===== src/rtl/vga_frame_capture.sv =====
// VGA sink: recovers pixel position from hsync/vsync, expands 3-bit RGB to 24-bit and
// writes one IMG_W x IMG_H window of a single frame into a BRAM write port.
module vga_frame_capture #(
  parameter int H_BP   = 144,
  parameter int V_BP   = 31,
  parameter int IMG_X0 = 0,
  parameter int IMG_Y0 = 0,
  parameter int IMG_W  = 256,
  parameter int IMG_H  = 256,
  parameter int ADDR_W = 18
) (
  input  logic              clk,
  input  logic              rst,
  input  logic              capture_req,
  input  logic              hsync,
  input  logic              vsync,
  input  logic [2:0]        red,
  input  logic [2:0]        green,
  input  logic [2:0]        blue,
  output logic              bram_we,
  output logic [ADDR_W-1:0] bram_addr,
  output logic [23:0]       bram_din,
  output logic              busy,
  output logic              done,
  output logic              frame_err
);

  typedef enum logic [1:0] {IDLE, WAIT_VS, CAPTURE, DONE} state_e;

  localparam logic [10:0]       X_LO      = 11'(H_BP + IMG_X0);
  localparam logic [10:0]       X_HI      = 11'(H_BP + IMG_X0 + IMG_W);
  localparam logic [10:0]       Y_LO      = 11'(V_BP + IMG_Y0);
  localparam logic [10:0]       Y_HI      = 11'(V_BP + IMG_Y0 + IMG_H);
  localparam logic [ADDR_W-1:0] LAST_ADDR = ADDR_W'(IMG_W * IMG_H - 1);

  state_e              state_q, state_d;
  logic                hs1_q, hs1_d, hs2_q, hs2_d;
  logic                vs1_q, vs1_d, vs2_q, vs2_d;
  logic [8:0]          rgb1_q, rgb1_d, rgb2_q, rgb2_d;
  logic [9:0]          hc_q, hc_d, vc_q, vc_d;
  logic [ADDR_W-1:0]   addr_cnt_q, addr_cnt_d;
  logic                bram_we_q, bram_we_d;
  logic [ADDR_W-1:0]   bram_addr_q, bram_addr_d;
  logic [23:0]         bram_din_q, bram_din_d;
  logic                done_q, done_d;
  logic                frame_err_q, frame_err_d;

  logic h_edge, v_edge, hit;

  function automatic logic [7:0] expand(input logic [2:0] c);
    return {c, c, c[2:1]};
  endfunction

  assign h_edge = hs2_q & ~hs1_q;
  assign v_edge = vs2_q & ~vs1_q;
  // rgb2 is the pixel whose position is currently held in hc/vc.
  assign hit = ({1'b0, hc_q} >= X_LO) && ({1'b0, hc_q} < X_HI) &&
               ({1'b0, vc_q} >= Y_LO) && ({1'b0, vc_q} < Y_HI);

  // NOTE: every variable gets a default at the top of always_comb so no path leaves it
  // unassigned; that is what keeps this block from inferring latches.
  always_comb begin
    hs1_d       = hsync;
    vs1_d       = vsync;
    hs2_d       = hs1_q;
    vs2_d       = vs1_q;
    rgb1_d      = {red, green, blue};
    rgb2_d      = rgb1_q;
    hc_d        = (hc_q == 10'd1023) ? hc_q : hc_q + 10'd1;
    vc_d        = vc_q;
    state_d     = state_q;
    addr_cnt_d  = addr_cnt_q;
    bram_we_d   = 1'b0;
    bram_addr_d = bram_addr_q;
    bram_din_d  = bram_din_q;
    done_d      = 1'b0;
    frame_err_d = frame_err_q;

    if (h_edge) hc_d = '0;
    if (v_edge) vc_d = '0;
    else if (h_edge && vc_q != 10'd1023) vc_d = vc_q + 10'd1;

    case (state_q)
      IDLE: begin
        if (capture_req) begin
          state_d     = WAIT_VS;
          frame_err_d = 1'b0;
          addr_cnt_d  = '0;
        end
      end
      WAIT_VS: if (v_edge) state_d = CAPTURE;
      CAPTURE: begin
        if (v_edge) begin
          state_d     = IDLE;
          frame_err_d = 1'b1;
        end else if (hit) begin
          bram_we_d   = 1'b1;
          bram_addr_d = addr_cnt_q;
          bram_din_d  = {expand(rgb2_q[8:6]), expand(rgb2_q[5:3]), expand(rgb2_q[2:0])};
          addr_cnt_d  = addr_cnt_q + 1'b1;
          if (addr_cnt_q == LAST_ADDR) begin
            state_d = DONE;
            done_d  = 1'b1;
          end
        end
      end
      DONE:    state_d = IDLE;
      default: state_d = IDLE;
    endcase
  end

  // NOTE: state registers use non-blocking assignments so every flop samples the
  // values from before this edge, independent of statement order.
  always_ff @(posedge clk) begin
    if (rst) begin
      state_q     <= IDLE;
      hs1_q       <= 1'b1;
      hs2_q       <= 1'b1;
      vs1_q       <= 1'b1;
      vs2_q       <= 1'b1;
      rgb1_q      <= '0;
      rgb2_q      <= '0;
      hc_q        <= '0;
      vc_q        <= '0;
      addr_cnt_q  <= '0;
      bram_we_q   <= 1'b0;
      bram_addr_q <= '0;
      bram_din_q  <= '0;
      done_q      <= 1'b0;
      frame_err_q <= 1'b0;
    end else begin
      state_q     <= state_d;
      hs1_q       <= hs1_d;
      hs2_q       <= hs2_d;
      vs1_q       <= vs1_d;
      vs2_q       <= vs2_d;
      rgb1_q      <= rgb1_d;
      rgb2_q      <= rgb2_d;
      hc_q        <= hc_d;
      vc_q        <= vc_d;
      addr_cnt_q  <= addr_cnt_d;
      bram_we_q   <= bram_we_d;
      bram_addr_q <= bram_addr_d;
      bram_din_q  <= bram_din_d;
      done_q      <= done_d;
      frame_err_q <= frame_err_d;
    end
  end

  assign bram_we   = bram_we_q;
  assign bram_addr = bram_addr_q;
  assign bram_din  = bram_din_q;
  assign done      = done_q;
  assign frame_err = frame_err_q;
  assign busy      = (state_q == WAIT_VS) || (state_q == CAPTURE);

endmodule


===== config.mk =====
export PLATFORM = sky130hd
export DESIGN_NAME = vga_frame_capture
export DESIGN_NICKNAME = d
export VERILOG_FILES = /design/src/rtl/vga_frame_capture.sv
export SDC_FILE = /design/constraint.sdc
export NUM_CORES = 1
export LEC_CHECK = 0
export CORE_MARGIN = 10
export CORE_UTILIZATION = 57
export CTS_CLUSTER_SIZE = 25
export DETAILED_ROUTE_END_ITERATION = 8
export PLACE_DENSITY = 0.84
export SLEW_MARGIN = 20
export SYNTH_ARGS = -nofsm -noshare
export SYNTH_HDL_FRONTEND = slang
export SYNTH_SLANG_ARGS = --single-unit

===== constraint.sdc =====
create_clock -name clk -period 5.2 [get_ports clk]
set_input_delay 1.04 -clock clk [delete_from_list [all_inputs] [get_ports clk]]
set_output_delay 1.04 -clock clk [all_outputs]
set_load 0.005 [all_outputs]

==> run_results.csv <==
group,metric,value,unit
yosys,synth_top_family_by_area,"simple AND/OR/NAND/NOR gates",
final_layout,drive_gt1_share,7.92,%
clock_tree,tritoncts,"built",
clock_tree,clock_latency,0.36,ns
setup_path,cp-end-kind,"flip-flop",
routing,wire_per_inst,14.3,um
pwr,ir_drop,0.232,mV
clock_tree,hold_buffers,0,
routing,antenna_left,0,
pwr,p_comb_share,9.9,%
flow_run,drv_cap,0,
yosys,synth_mux_area_share,7.82,%
routing,remaining_drc_errors,0,
setup_path,required,5.50,ns
global_route,grt_max_degree,61,
die,die-area,0.0104,mm2
setup_path,rr_endpoint,"addr_cnt_q[16]$_SDFFE_PP0P_",
yosys,yosysUniqueCellTypes,43,
global_route,grt-ovfl-total,0,
status,status,"complete, no violations",
pwr,p_leak,1.81,nW
die,dieHeight,102,um
yosys,synth_edf_count,0,
setup_path,worstSetupPathType,"flip-flop to flip-flop",
sta,post-route-period-util,57.9,%
setup_path,r2r_cells,8,
sta,max_freq,332,MHz
pwr,total_power,1.40,mW
sta,fin_crit,3.01,ns
global_route,antenna_found_initial,0,
clock_tree,cts_sinks,92,
place,place_inst,503,
yosys,synth-main-ff-cell,"dfxtp_1",
final_layout,nNetsFinal,458,
worst_hold_path,min_path_cells,1,
setup_path,arrival,3.31,ns
pwr,powerDensity,307,mW/mm2
clock_tree,cts_htree_levels,3,
global_route,grt.total_usage,14.7,%
clock_tree,clkTransAtPathRegs,0.08,ns
clock_tree,root_buffer,"clkbuf_8",
die,die_x,102,um
pwr,power.share.clock,37.9,%
sta,worst_pin_slew,1.05,ns
die,coreArea,0.00646,mm2
sta,timing.setup.tns,0,ns
die,io_pins,60,
setup_path,cp_max_fo,18,
setup_path,start_kind,"flip-flop",
yosys,synth_xor_area_share,3.65,%
yosys,syn_inst,399,
pwr,p_sw_share,24.3,%
sta,slew_violations,0,
yosys,seq_area_frac_synth,47.9,%
sta,hold_viol,0,
place,hpwl,5180,um
pwr,p_sw,0.341,mW
yosys,post_synth.cell_area_avg,9.63,um2
die,rows,29,
final_layout,area_growth,18.8,%
clock_tree,cts_made_buffers,9,
final_layout,insertedDiodeCount,0,
setup_path,regToRegStartpoint,"vc_q[0]$_SDFFE_PP0P_",
yosys,synth.net_count,420,
clock_tree,cts_buffer_depth,2,
sta,setup_viol,0,
final_layout,final_cells,519,
sta,grt_setup_unrepaired,"false",
routing,drt-initial-drc-count,141,
yosys,synth_compound_area_share,11.3,%
clock_tree,postCtsSetupBuffers,0,
worst_hold_path,min_to,"hs2_q$_SDFF_PP1_",
yosys,ys_ff_latch,92,
global_route,grt_pass1_vias,2655,
clock_tree,cts_resized,0,
place,portBuffers,59,
routing,wl,7420,um
worst_hold_path,min_from,"hs1_q$_SDFF_PP1_",
die,initial_core_util,59.5,%
yosys,synth_simple_gate_area_share,20.8,%
sta,slew_headroom,30.0,%
global_route,grt_pass1_wl,12400,um
setup_path,rrSetupSlack,2.19,ns
yosys,yosys.area_share.adder,2.28,%
routing,vias,2839,
yosys,syn_area,0.00384,mm2
final_layout,fill_cells,516,
pwr,power.internal,1.06,mW
sta,fin_skew,0.00667,ns
yosys,synth_warnings,0,
yosys,synth-async-reset-ratio,0,%
place,place.gp.congestion,0.838,
worst_hold_path,hold_class,"flip-flop to flip-flop",
pwr,p_seq_share,52.2,%
routing,first_pass_iters,4,
routing,via_per_inst,5.47,
area by class of cell:
cell class,count,area (um2),share of cell area [%]
multi-input cells,264,1770,38.8
clock buffers,10,138,3.02
inverters,10,37.5,0.823
well taps,77,96.3,2.11
flip-flops and latches,92,1840,40.4
clock inverters,6,87.6,1.92
repair buffers,60,593,13.0
cells in the mapped netlist (all sizes together) (11+ instances only):
master,n,area (um2)
buf,21,154
clkbuf,12,45.0
dfxtp,92,1840
mux2i,30,300
nand2,13,51.3
nand3,19,95.1
nor2,60,225
nor2b,21,131
o211ai,14,105
o31ai,15,158
xor2,11,96.3
cell families (layout without fill, tap and decap cells):
kind of cell	after synthesis	after routing
and+or+nand+nor	159	159
buffers and inverters	43	86
DFF	92	92
xor gates and xnor gates	16	16
muxes	30	30
AOI/OAI and AO/OA	52	52
adders and majority gates	7	7
routing by layer:
metal,vias to the layer above,GRT usage [%],wire length [um]
met4,0,7.16,136
met3,11,3.64,399
met2,54,24.5,3650
li1,1449,-,-
met1,1325,17.4,3230
met5,-,0,0
how the worst max path moves through the flow:
stage	startpoint	end	slack [ns]
after floorplan	vc_q[0]$_SDFFE_PP0P_	addr_cnt_q[8]$_SDFFE_PP0P_	2.84
after global placement	vc_q[0]$_SDFFE_PP0P_	addr_cnt_q[16]$_SDFFE_PP0P_	2.23
after detailed placement	capture_req	addr_cnt_q[10]$_SDFFE_PP0P_	2.14
after CTS	vc_q[0]$_SDFFE_PP0P_	addr_cnt_q[16]$_SDFFE_PP0P_	2.18
after global routing	vc_q[0]$_SDFFE_PP0P_	addr_cnt_q[16]$_SDFFE_PP0P_	1.93
final	vc_q[0]$_SDFFE_PP0P_	addr_cnt_q[16]$_SDFFE_PP0P_	2.19
cell usage in the layout (no fill, tap or decap), drive strengths merged, types with 11 or more instances in the layout:
master,instances
dfxtp,92
nor2,60
clkdlybuf4s50,58
mux2i,30
nor2b,21
nand3,19
o31ai,15
o211ai,14
nand2,13
xor2,11
per-stage QoR:
| step | hold slack (ns) | setup slack, ns | instance area [um2] | util (%) |
|---|---|---|---|---|
| 2_1_floorplan | 0.405 | 2.84 | 3840 | - |
| 3_3_place_gp | 0.412 | 2.23 | 4340 | 67.2 |
| 3_5_place_dp | 0.423 | 2.14 | 4340 | 67.2 |
| 4_1_cts | 0.442 | 2.18 | 4560 | 70.7 |
| 5_1_grt | 0.463 | 1.93 | 4560 | 70.7 |
| 6_report | 0.439 | 2.19 | 4560 | 70.7 |
critical path: stages, from the launching register on:
cell       delay (ns)
dfxtp_1          0.38
ha_1             0.22
nand4_1          0.14
a21o_1           0.21
a2111oi_4        0.57
nand3_2          0.41
buf_4            0.37
or4_1            0.52
o21ai_1          0.11
sequential cells by signal, indices dropped and copies added, names as in the netlist:
name	cells
addr_cnt_q	18
bram_addr	18
hc_q	10
vc_q	10
bram_din	9
rgb1_q	9
rgb2_q	9
state_q	2
bram_we	1
done	1
frame_err	1
hs1_q	1
hs2_q	1
vs1_q	1
vs2_q	1
power by group through the flow:
stage	clock network [mW]	logic, mW	registers (mW)
final	0.531	0.139	0.733
after global routing	0.569	0.158	0.736
after CTS	0.540	0.140	0.733
after detailed placement	0	0.138	0.749
after global placement	0	0.134	0.748
after floorplan	0	0.0954	0.746
No activity file was read; power rests on OpenSTA's default activity.
